File: src/rtl/mem_async_pkg.sv
// Shared types and constants for the asynchronous memory initiator.
package mem_async_pkg;

  localparam int unsigned ADDR_W_DEF     = 4;
  localparam int unsigned DATA_W_DEF     = 4;
  localparam int unsigned DEPTH_DEF      = 9;
  localparam int unsigned SETUP_CYC_DEF  = 1;
  localparam int unsigned STROBE_CYC_DEF = 2;
  localparam int unsigned HOLD_CYC_DEF   = 1;
  localparam int unsigned STAT_W         = 8;
  localparam int unsigned PH_W           = 3;

  typedef enum logic [2:0] {
    IDLE,
    SETUP,
    STROBE,
    HOLD,
    RESP,
    ERR
  } state_t;

  // Counter preload for a phase lasting cyc cycles (counts down to zero).
  function automatic logic [PH_W-1:0] phase_load(input int unsigned cyc);
    return PH_W'(cyc - 1);
  endfunction

endpackage

File: src/rtl/mem_async_phase_cnt.sv
// Loadable down-counter with a zero flag, timing each memory phase.
module mem_async_phase_cnt
  import mem_async_pkg::*;
#(
  parameter int unsigned W = PH_W
) (
  input  logic         clk,
  input  logic         rst,
  input  logic         load,
  input  logic [W-1:0] load_val,
  output logic         zero
);

  logic [W-1:0] cnt;

  always_ff @(posedge clk or posedge rst) begin
    if (rst) begin
      cnt <= '0;
    end else if (load) begin
      cnt <= load_val;
    end else if (cnt != '0) begin
      cnt <= cnt - 1'b1;
    end
  end

  assign zero = (cnt == '0);

endmodule

File: src/rtl/mem_async_ctrl.sv
// Synchronous initiator for the level-sensitive async memory (setup/strobe/hold).
// Optional statistics counters enabled by MEM_ASYNC_CTRL_STATS_EN.
module mem_async_ctrl
  import mem_async_pkg::*;
#(
  parameter int unsigned ADDR_W     = ADDR_W_DEF,
  parameter int unsigned DATA_W     = DATA_W_DEF,
  parameter int unsigned DEPTH      = DEPTH_DEF,
  parameter int unsigned SETUP_CYC  = SETUP_CYC_DEF,
  parameter int unsigned STROBE_CYC = STROBE_CYC_DEF,
  parameter int unsigned HOLD_CYC   = HOLD_CYC_DEF
) (
  input  logic              clk,
  input  logic              rst,
  input  logic              req_valid,
  output logic              req_ready,
  input  logic              req_write,
  input  logic [ADDR_W-1:0] req_addr,
  input  logic [DATA_W-1:0] req_wdata,
  output logic              rsp_valid,
  output logic [DATA_W-1:0] rsp_rdata,
  output logic              rsp_err,
  output logic              mem_cs,
  output logic              mem_wr,
  output logic              mem_rd,
  output logic [ADDR_W-1:0] mem_addr,
  output logic [DATA_W-1:0] mem_wdata,
  input  logic [DATA_W-1:0] mem_rdata
`ifdef MEM_ASYNC_CTRL_STATS_EN
  ,
  output logic [STAT_W-1:0] stat_rd_cnt,
  output logic [STAT_W-1:0] stat_wr_cnt,
  output logic [STAT_W-1:0] stat_err_cnt
`endif
);

  localparam logic [ADDR_W:0] DEPTH_V = (ADDR_W + 1)'(DEPTH);

  state_t            state, state_n;
  logic              ph_load, ph_zero;
  logic [PH_W-1:0]   ph_val;
  logic              accept;
  logic              wr_q;
  logic [ADDR_W-1:0] addr_q;
  logic [DATA_W-1:0] wdata_q;
  logic [DATA_W-1:0] rdata_q;

  logic              wr_sel;
  logic [ADDR_W-1:0] addr_sel;
  logic [DATA_W-1:0] wdata_sel;
  logic              ready_n, rsp_valid_n, rsp_err_n;
  logic              cs_n, wr_n, rd_n;
  logic [DATA_W-1:0] rsp_rdata_n;
  logic [ADDR_W-1:0] mem_addr_n;
  logic [DATA_W-1:0] mem_wdata_n;

  assign accept = (state == IDLE) && req_valid;

  mem_async_phase_cnt #(.W(PH_W)) u_phase_cnt (
    .clk      (clk),
    .rst      (rst),
    .load     (ph_load),
    .load_val (ph_val),
    .zero     (ph_zero)
  );

  always_ff @(posedge clk or posedge rst) begin
    if (rst) begin
      state <= IDLE;
    end else begin
      state <= state_n;
    end
  end

  always_comb begin
    state_n = state;
    unique case (state)
      IDLE:    if (req_valid) state_n = ({1'b0, req_addr} >= DEPTH_V) ? ERR : SETUP;
      SETUP:   if (ph_zero) state_n = STROBE;
      STROBE:  if (ph_zero) state_n = HOLD;
      HOLD:    if (ph_zero) state_n = RESP;
      RESP:    state_n = IDLE;
      ERR:     state_n = IDLE;
      default: state_n = IDLE;
    endcase
  end

  always_comb begin
    ph_load = (state_n != state);
    ph_val  = '0;
    case (state_n)
      SETUP:   ph_val = phase_load(SETUP_CYC);
      STROBE:  ph_val = phase_load(STROBE_CYC);
      HOLD:    ph_val = phase_load(HOLD_CYC);
      default: ph_val = '0;
    endcase
  end

  // Outputs are decoded from the next state so every pin comes straight off a flop.
  always_comb begin
    wr_sel      = accept ? req_write : wr_q;
    addr_sel    = accept ? req_addr  : addr_q;
    wdata_sel   = accept ? req_wdata : wdata_q;
    ready_n     = (state_n == IDLE);
    cs_n        = (state_n == SETUP) || (state_n == STROBE) || (state_n == HOLD);
    wr_n        = (state_n == STROBE) && wr_sel;
    rd_n        = (state_n == STROBE) && !wr_sel;
    mem_addr_n  = cs_n ? addr_sel : '0;
    mem_wdata_n = cs_n ? wdata_sel : '0;
    rsp_valid_n = (state_n == RESP) || (state_n == ERR);
    rsp_err_n   = (state_n == ERR);
    rsp_rdata_n = ((state_n == RESP) && !wr_q) ? rdata_q : '0;
  end

  always_ff @(posedge clk or posedge rst) begin
    if (rst) begin
      req_ready <= 1'b1;
      rsp_valid <= 1'b0;
      rsp_err   <= 1'b0;
      rsp_rdata <= '0;
      mem_cs    <= 1'b0;
      mem_wr    <= 1'b0;
      mem_rd    <= 1'b0;
      mem_addr  <= '0;
      mem_wdata <= '0;
    end else begin
      req_ready <= ready_n;
      rsp_valid <= rsp_valid_n;
      rsp_err   <= rsp_err_n;
      rsp_rdata <= rsp_rdata_n;
      mem_cs    <= cs_n;
      mem_wr    <= wr_n;
      mem_rd    <= rd_n;
      mem_addr  <= mem_addr_n;
      mem_wdata <= mem_wdata_n;
    end
  end

  always_ff @(posedge clk or posedge rst) begin
    if (rst) begin
      wr_q    <= 1'b0;
      addr_q  <= '0;
      wdata_q <= '0;
      rdata_q <= '0;
    end else begin
      if (accept) begin
        wr_q    <= req_write;
        addr_q  <= req_addr;
        wdata_q <= req_wdata;
      end
      // Sample read data on the edge that closes the final strobe cycle.
      if ((state == STROBE) && ph_zero) begin
        rdata_q <= mem_rdata;
      end
    end
  end

`ifdef MEM_ASYNC_CTRL_STATS_EN
  always_ff @(posedge clk or posedge rst) begin
    if (rst) begin
      stat_rd_cnt  <= '0;
      stat_wr_cnt  <= '0;
      stat_err_cnt <= '0;
    end else if (rsp_valid) begin
      if (rsp_err) begin
        if (stat_err_cnt != '1) stat_err_cnt <= stat_err_cnt + 1'b1;
      end else if (wr_q) begin
        if (stat_wr_cnt != '1) stat_wr_cnt <= stat_wr_cnt + 1'b1;
      end else begin
        if (stat_rd_cnt != '1) stat_rd_cnt <= stat_rd_cnt + 1'b1;
      end
    end
  end
`endif

endmodule

File: config.mk
export PLATFORM = sky130hd
export DESIGN_NAME = mem_async_ctrl
export DESIGN_NICKNAME = d
export VERILOG_FILES = /design/src/rtl/mem_async_pkg.sv /design/src/rtl/mem_async_phase_cnt.sv /design/src/rtl/mem_async_ctrl.sv
export SDC_FILE = /design/constraint.sdc
export NUM_CORES = 1
export LEC_CHECK = 0
export CORE_MARGIN = 4
export CORE_UTILIZATION = 45
export DETAILED_ROUTE_END_ITERATION = 6
export GPL_TIMING_DRIVEN = 1
export PLACE_DENSITY = 0.74
export SYNTH_ARGS = -nofsm -noshare
export SYNTH_HDL_FRONTEND = slang
export SYNTH_SLANG_ARGS = --single-unit
File: constraint.sdc
create_clock -name clk -period 2 [get_ports clk]
set_clock_uncertainty 0.15 [all_clocks]
set_input_delay 0.3 -clock clk [delete_from_list [all_inputs] [get_ports clk]]
set_output_delay 0.3 -clock clk [all_outputs]
set_load 0.05 [all_outputs]
==> results of run 1 <==
[worst max path at each step]
stage          cells after the start               start           end  slack, ns
5_1_grt                            1              mem_rd        mem_rd      0.008
3_3_place_gp                       4           req_valid   mem_addr[3]       0.07
3_5_place_dp                       4           req_valid  mem_wdata[0]       0.05
4_1_cts                            1              mem_wr        mem_wr       0.03
2_1_floorplan                      7  u_phase_cnt.cnt[0]  mem_wdata[0]       0.31
6_report                           1              mem_rd        mem_rd       0.06
[layout by cell type, fill, tap and decap left out, drive strengths merged, types with 2 or more instances in the layout]
master / instances
mux2: 4
nand2: 24
nor2b: 2
nand3: 7
dfrtp: 36
clkbuf: 6
clkdlybuf4s50: 30
buf: 8
and2: 4
nor3: 7
a21oi: 12
inv: 5
ha: 2
dlymetal6s2s: 2
nor3b: 2
nor2: 6
nand3b: 5
[flip-flops by register name, summed over array words and instances, names as in the netlist, 3 cells and up]
signal / count
addr_q: 4
rdata_q: 4
state: 3
wdata_q: 4
rsp_rdata: 4
mem_wdata: 4
mem_addr: 4
u_phase_cnt.cnt: 3
[power breakdown]
group / switching, W / internal, W / leakage [nW] / total, W
registers: 0.000176 / 0.00105 / 0.468 / 0.00123
logic: 0.000917 / 0.000578 / 0.431 / 0.00150
clock network: 0.000246 / 0.000297 / 0.0445 / 0.000543
total: 0.00134 / 0.00193 / 0.943 / 0.00327
[cell usage after synthesis (all sizes together)]
cell	instances	area, µm²
o21a	1	7.510
o21bai	1	7.510
nand3	7	35.03
nand2b	1	6.260
nor3b	2	15.01
inv	5	18.77
clkbuf	1	3.750
o22a	1	8.760
or3	1	6.260
a311o	1	10.01
dfstp	1	26.28
nor2b	2	12.51
o31ai	1	12.51
dfrtp	36	900.9
and2	4	25.02
nor3	7	40.04
nor4b	1	23.77
buf	6	38.79
mux2	4	45.04
nor2	6	25.03
a211oi	1	7.510
nor4	1	6.260
nand2	24	90.09
mux2i	1	10.01
a21oi	12	60.06
or4b	1	10.01
xor2	1	8.760
nand4b	1	8.760
nand3b	5	37.54
ha	2	25.02
or2	1	6.260
[per-layer routing]
metal	vias up	global-route usage	routed length, µm
met5	-	0	0
met4	0	0.06599	36
met3	5	0.04216	191
met2	31	0.2590	1524
met1	553	0.1802	1224
li1	550	-	-
[metrics by stage]
| step | cell area, µm² | cells | hold WS (ns) | setup WS, ns | power [W] |
|---|---|---|---|---|---|
| 2_1_floorplan | 1539 | 139 | 0.2554 | 0.3126 | 0.002304 |
| 3_3_place_gp | 1932 | 216 | 0.2956 | 0.07076 | 0.002698 |
| 3_5_place_dp | 1932 | 216 | 0.3033 | 0.04666 | 0.002760 |
| 4_1_cts | 2021 | 224 | 0.2169 | 0.02812 | 0.003310 |
| 5_1_grt | 2026 | 224 | 0.2455 | 0.007878 | 0.003495 |
| 6_report | 2026 | 224 | 0.2081 | 0.06329 | 0.003269 |
[worst register-to-register path, delay by kind of cell (launching register included)]
kind | cells | cell delay [ns]
buffers and inverters | 1 | 0.10
AND/OR/NAND/NOR | 2 | 0.53
adder cells (fa/ha/maj) | 1 | 0.21
multiplexers | 1 | 0.34
flip-flops | 1 | 0.40
[area by class of cell]
| cell class | instances | area (µm²) |
|---|---|---|
| tap | 44 | 55.05 |
| inverter | 5 | 18.77 |
| timing repair buffer | 40 | 385.4 |
| fill | 278 | 1127 |
| multi-input combinational | 90 | 550.5 |
| clock inverter | 2 | 37.54 |
| clock buffer | 6 | 51.30 |
| sequential | 37 | 927.1 |
[logic make-up (layout without fill, tap and decap cells)]
family	Yosys count	in the layout	share of synthesized area
and+or+nand+nor	64	64	0.2260
DFF	37	37	0.6024
AOI/OAI and AO/OA	18	18	0.07399
buffers and inverters	12	53	0.03984
muxes	5	5	0.03577
adders and majority gates	2	2	0.01626
xor gates and xnor gates	1	1	0.005692
==> results_dict.tcl, run 1 <==
set metrics [dict create \
    grt_pass1_vias 1131 \
    wirelength_mm 2.976 \
    cts_setup_buffers 0 \
    arrival_ns 1.49 \
    die_w_um 66.48 \
    hold_viol 0 \
    cts_resized 0 \
    outcome "complete, no violations" \
    yosysSeqAreaShare 0.6024 \
    utilization 0.6425 \
    port_buffers 33 \
    crit_chain "clkdlybuf4s50_1" \
    ys_warn_count 0 \
    drt-initial-drc-count 62 \
    htree_levels 2 \
    crit_family "buffers and inverters" \
    grtUsageTotal 0.1527 \
    drc_errors 0 \
    clk_pin_slew_ns 0.11 \
    syn_area_per_cell_um2 11.07 \
    worstPathMaxFanout 1 \
    pin_count 34 \
    die_y_um 66.48 \
    ff2ff_setup_slack_ns 0.17 \
    yosysUniqueCellTypes 35 \
    crit_path_start_kind "register" \
    dpl.hpwl_mm 2.157 \
    tightest_slew_ns 0.5277 \
    synth_seq_cells 37 \
    antenna_found_initial 0 \
    drive_above_1_share 0.1444 \
    rsz0062_at_grt "no" \
    rows 20 \
    grt_pass1_wl_mm 5.030 \
    crit_type "register to primary output" \
    slew_violations 0 \
    nNetsFinal 197 \
    core-area_um2 3153 \
    via_per_inst 5.085 \
    cts_tree "built" \
    syn_inst 139 \
    peakVddDrop_mv 0.9378 \
    end_kind "primary output" \
    grt_overflow_total 0 \
    finalCritPeriodShare 0.9684 \
    p_leak_nw 0.9431 \
    holdBufCountCts 0 \
    setup_viol 0 \
    syn_nets 157 \
    insertion_delay_ns 0.34 \
    die_area_um2 4420 \
    timing.rr.end "rdata_q[1]" \
    cts_root_buf "clkbuf_4" \
    synth_area_um2 1539 \
    area_growth_pct 31.63 \
    reg2reg_depth 5 \
    maxCapViolations 0 \
    fmax_mhz 516.3 \
    detail-route-antenna-nets 0 \
    min_path_type "primary input to asynchronous set/reset pin" \
    power_density_nw_per_um2 1614 \
    finalSetupTns_ns 0 \
    cp.required_ns 1.55 \
    fin_crit_ns 1.937 \
    r2r_start "u_phase_cnt.cnt[0]" \
    slowest_delay_ns 0.80 \
    post_drt_wl_per_cell_um 13.29 \
    vias 1139 \
    critPathSlowestCell "clkdlybuf4s50_1" \
    numCtsBuffers 5 \
    start_util 0.4881 \
    drt_pass1_iterations 4 \
    clockBufferDepth 2 \
    maxSlewHeadroom 0.6476 \
    cts_num_sinks 37 \
    routabilityCongestion 0.7573 \
    diodes 0 \
    crit_buf_inv 1 \
    grt_start_max_net_pins 38 \
]
Note: power is estimated with default switching activity, not from simulation.
==> run 2: changes to the inputs <==
Settings changed: CORE_UTILIZATION 45 to 49, PLACE_DENSITY 0.74 to 0.8.
==> results_dict.tcl, run 2 (synthesis gave the netlist of run 1 again) <==
set metrics [dict create \
    outcome "complete, no violations" \
    tightest_slew_ns 0.5109 \
    detail-route-antenna-nets 0 \
    die_area_um2 4101 \
    end_kind "primary output" \
    drive_above_1_share 0.1500 \
    htree_levels 2 \
    fillerInstances 239 \
    numCtsBuffers 5 \
    final_cell_mix "dfrtp_1, clkdlybuf4s50_1, nand2_1, a21oi_1, buf_4" \
    pre_cts_slack_ns 0.02658 \
    power_density_nw_per_um2 1576 \
    die_y_um 64.04 \
    drc_errors 0 \
    cts_tree "built" \
    clockBufferDepth 2 \
    drt-initial-drc-count 16 \
    seq_area_um2 927.1 \
    vias 1133 \
    fin_crit_ns 1.941 \
    drt_pass1_iterations 4 \
    nNetsFinal 197 \
    core-area_um2 3028 \
    clk_pin_slew_ns 0.11 \
    slew_violations 0 \
    rsz0062_at_grt "no" \
    crit_family "buffers and inverters" \
    min_path_type "primary input to asynchronous set/reset pin" \
    rows 20 \
    grt_start_max_net_pins 38 \
    crit_buf_inv 1 \
    setup_viol 0 \
    final_common_cell "dfrtp_1" \
    worstPathMaxFanout 1 \
    antenna_found_initial 0 \
    critPathSlowestCell "clkdlybuf4s50_1" \
    via_per_inst 5.058 \
    hold_viol 0 \
    fmax_mhz 515.3 \
    routabilityCongestion 0.7789 \
    cts_num_sinks 37 \
    p_leak_nw 0.9207 \
    die_w_um 64.04 \
    pin_count 34 \
    slowest_delay_ns 0.80 \
    cp.required_ns 1.55 \
    maxCapViolations 0 \
    cts_root_buf "clkbuf_4" \
    grt_pass1_wl_mm 5.244 \
    area_growth_pct 30.08 \
    port_buffers 33 \
    setup_ws_ns 0.05931 \
    grt_pass1_vias 1120 \
    crit_chain "clkdlybuf4s50_1" \
    dpl.hpwl_mm 2.200 \
    arrival_ns 1.49 \
    grt_overflow_total 0 \
    grtUsageTotal 0.1679 \
    maxSlewHeadroom 0.6583 \
    multi_input_area_um2 553.0 \
    crit_path_start_kind "register" \
    post_drt_wl_per_cell_um 13.29 \
    finalSetupTns_ns 0 \
    insertion_delay_ns 0.34 \
    start_util 0.5083 \
    peakVddDrop_mv 0.8604 \
    wirelength_mm 2.977 \
    diodes 0 \
    crit_type "register to primary output" \
    finalCritPeriodShare 0.9703 \
]
==> run 2: stage by stage <==
stage          cells    util  cell area (µm²)  total power, W  hold WS, ns
5_1_grt          224  0.6612             2002        0.003368       0.2575
2_1_floorplan    139       -             1539        0.002304       0.2554
6_report         224  0.6612             2002        0.003154       0.2114
4_1_cts          224  0.6595             1997        0.003180       0.2268
3_3_place_gp     216  0.6380             1932        0.002689       0.2929
3_5_place_dp     216  0.6380             1932        0.002765       0.3038
==> run 2: final cells by class <==
cell class | count | share of cell area
repair buffers | 40 | 0.1912
clock buffers | 6 | 0.02563
inverters | 5 | 0.009375
flip-flops and latches | 37 | 0.4631
well taps | 44 | 0.02750
clock inverters | 2 | 0.006875
multi-input cells | 90 | 0.2762
==> run 2: worst paths after layout <==
path / startpoint / endpoint / slack (ns) / cells past startpoint
worst min-delay path: rst / mem_wdata[3] / 0.21 / 3
min in group clk: wdata_q[1] / wdata_q[1] / 0.33 / 2
worst max-delay path: rsp_valid / rsp_valid / 0.06 / 1
max in group asynchronous: rst / req_ready / 1.14 / 3
worst min register to register: wdata_q[1] / wdata_q[1] / 0.33 / 2
worst max register to register: u_phase_cnt.cnt[0] / rdata_q[0] / 0.23 / 5
==> run 2: per-layer routing <==
metal	GRT usage	routed length [µm]	up-vias
li1	-	-	554
met1	0.1981	1250	540
met2	0.2787	1472	33
met3	0.04921	194	6
met4	0.08086	59	0
met5	0	0	-
==> run 2: power breakdown <==
group          leakage [nW]  switching, W  total (W)  internal [W]
clock                0.0382      0.000244   0.000416      0.000171
combinational         0.415      0.000924    0.00151      0.000582
sequential            0.468      0.000178    0.00123       0.00105
total                 0.921       0.00135    0.00315       0.00181
==> run 2: repair_timing <==
action                     CTS  global route
hold buffers                 0             0
gates resized for setup      0             2
buffers inserted             0             0
setup endpoints to repair    0             5
==> run 3: changes to the inputs <==
Settings changed: ABC_CLOCK_PERIOD_IN_PS set to 2300, CORE_UTILIZATION 49 to 53, PLACE_DENSITY 0.8 to 0.85, SYNTH_HIERARCHICAL set to 1.
Clock period 2 ns to 2.3 ns, I/O delays scaled along.
==> results_dict.tcl, run 3 <==
set metrics [dict create \
    grt_pass1_wl_mm 5.575 \
    insertion_delay_ns 0.33 \
    switching_power_w 0.001073 \
    cts_tree "built" \
    maxCapViolations 0 \
    diodes 0 \
    die_y_um 62.30 \
    ff2ff_setup_slack_ns 0.17 \
    timing.rr.end "u_phase_cnt/cnt[0]" \
    utilization 0.7175 \
    wirelength_mm 3.151 \
    yosysMostFrequentCell "dfrtp_1" \
    min_path_type "primary input to asynchronous set/reset pin" \
    crit_end "req_ready" \
    die_w_um 62.30 \
    crit_chain "clkdlybuf4s50_1" \
    crit_type "register to primary output" \
    seq_area_um2 927.1 \
    cts_root_buf "clkbuf_4" \
    yosysSeqAreaShare 0.5933 \
    multi_input_area_um2 565.5 \
    vias 1193 \
    outcome "complete, no violations" \
    crit_path_start_kind "register" \
    port_buffers 33 \
    routabilityCongestion 0.7286 \
    switching_share 0.4248 \
    final_common_cell "dfrtp_1" \
    cp.required_ns 1.80 \
    clockBufferDepth 2 \
    detail-route-antenna-nets 0 \
    ys_warn_count 6 \
    fillerInstances 189 \
    synth_common_cells "dfrtp_1, nand2_1, inv_1" \
    synth-main-ff-cell "dfrtp_1" \
    critPathSlowestCell "clkdlybuf4s50_1" \
    worstPathMaxFanout 1 \
    grt_overflow_total 0 \
    drc_errors 0 \
    final_cell_mix "dfrtp_1, clkdlybuf4s50_1, nand2_1, inv_1, a21oi_1" \
    syn_inst 146 \
    synth_top_area_cell "dfrtp_1" \
    synth.top_cell.area_share 0.5765 \
    drive_above_1_share 0.1183 \
    pin_count 34 \
    post_drt_wl_per_cell_um 14.52 \
    clkPwrFrac 0.128 \
    via_per_inst 5.498 \
    power_density_nw_per_um2 1266 \
    fin_hold_ws_ns 0.04325 \
    finalCritPeriodShare 0.9324 \
    antenna_found_initial 0 \
    reg2reg_depth 8 \
    syn_area_per_cell_um2 10.70 \
    drt_pass1_iterations 4 \
    hold_viol 0 \
    synth_area_um2 1563 \
    nNetsFinal 203 \
    arrival_ns 1.65 \
    fin_crit_ns 2.144 \
    synth_edf_count 0 \
    tightest_slew_ns 0.5750 \
    end_kind "primary output" \
    synth_seq_cells 37 \
    worstSetupPathDepth 1 \
    crit_family "buffers and inverters" \
    cts_num_sinks 37 \
    comb_power_share 0.460 \
    maxSlewHeadroom 0.6134 \
    rsz0062_at_grt "no" \
    yosysUniqueCellTypes 36 \
    slowest_delay_ns 0.79 \
    start_util 0.5619 \
    grtUsageTotal 0.1804 \
    slew_violations 0 \
    rows 19 \
    area_growth_pct 27.70 \
    r2r_start "u_phase_cnt/cnt[0]" \
    startpoint "req_ready" \
    fmax_mhz 466.3 \
    peakVddDrop_mv 0.8636 \
    crit_buf_inv 1 \
    setup_viol 0 \
    synthArstFlopShare 1.000 \
    p_seq_frac 0.411 \
    core-area_um2 2781 \
    die_area_um2 3881 \
    numCtsBuffers 5 \
    netlist_top_cells_area "dfrtp_1, nand2_1, nor4b_1, a21oi_1, mux2_2" \
    p_int_w 0.001453 \
    p_leak_nw 0.9283 \
    grt_start_max_net_pins 35 \
    clk_pin_slew_ns 0.10 \
    drt-initial-drc-count 46 \
    grt_pass1_vias 1227 \
    htree_levels 2 \
    dpl.hpwl_mm 2.271 \
    cts_setup_buffers 0 \
]
[run 3: cell types whose count changed in the layout (fill, tap and decap cells not counted), sizes merged, moves of 3 or more]
cell    delta
and2       -3
buf        -3
inv        +6
nand3b     -3
nor3       -3
nor4b      +6
[run 3: power by group through the flow]
stage	clock [W]	sequential, W	combinational [W]
final	0.000324	0.00104	0.00116
after floorplan	0	0.00130	0.000557
after global placement	0	0.00103	0.00111
after detailed placement	0	0.00105	0.00117
after global routing	0.000375	0.00107	0.00127
after CTS	0.000338	0.00104	0.00117
[run 3: worst min-delay path by stage]
stage               start            endpoint  slack (ns)
2_1_floorplan         rst  u_phase_cnt/cnt[0]       -0.05
4_1_cts               rst  u_phase_cnt/cnt[1]        0.03
5_1_grt               rst  u_phase_cnt/cnt[0]        0.03
3_3_place_gp   wdata_q[1]          wdata_q[1]        0.29
3_5_place_dp    addr_q[1]           addr_q[1]        0.30
6_report              rst  u_phase_cnt/cnt[1]        0.04
[run 3: cells by family (layout without fill, tap and decap cells)]
kind of cell,Yosys count,count (layout),synth area share
adders and majority gates,2,2,0.01601
AOI/OAI and AO/OA,18,18,0.06966
and+or+nand+nor,65,65,0.2338
DFF,37,37,0.5933
buffers and inverters,18,57,0.04964
other,1,2,0.002400
muxes,5,5,0.03523
[run 3: what timing repair did]
item	in CTS	in global routing
hold endpoints to repair	0	0
hold buffers	0	0
resized for setup	0	1
setup endpoints to repair	0	1
[run 3: area by class of cell]
cell class	instances	share of cell area
multi-input combinational	92	0.2834
clock buffer	5	0.01881
tap	31	0.01944
sequential	37	0.4646
timing repair buffer	38	0.1843
inverter	11	0.02069
clock inverter	3	0.008777
[run 3: per-layer routing]
layer / part of all wire / routed length [µm] / track usage
met2: 0.52 / 1632 / 0.2927
met3: 0.044 / 138 / 0.05045
met5: 0 / 0 / 0
met4: 0.018 / 57 / 0.09284
met1: 0.42 / 1322 / 0.2180
[run 3: stage by stage]
stage / TNS [ns] / setup WS [ns] / cells / power, W / area, µm²
after floorplan: 0 / 0.1730 / 147 / 0.001856 / 1567
after global placement: 0 / 0.1282 / 209 / 0.002145 / 1937
after detailed placement: -0.04185 / -0.04185 / 209 / 0.002217 / 1937
after CTS: 0 / 0.1305 / 217 / 0.002543 / 1992
after global routing: 0 / 0.02904 / 217 / 0.002716 / 1996
final: 0 / 0.1555 / 217 / 0.002526 / 1996
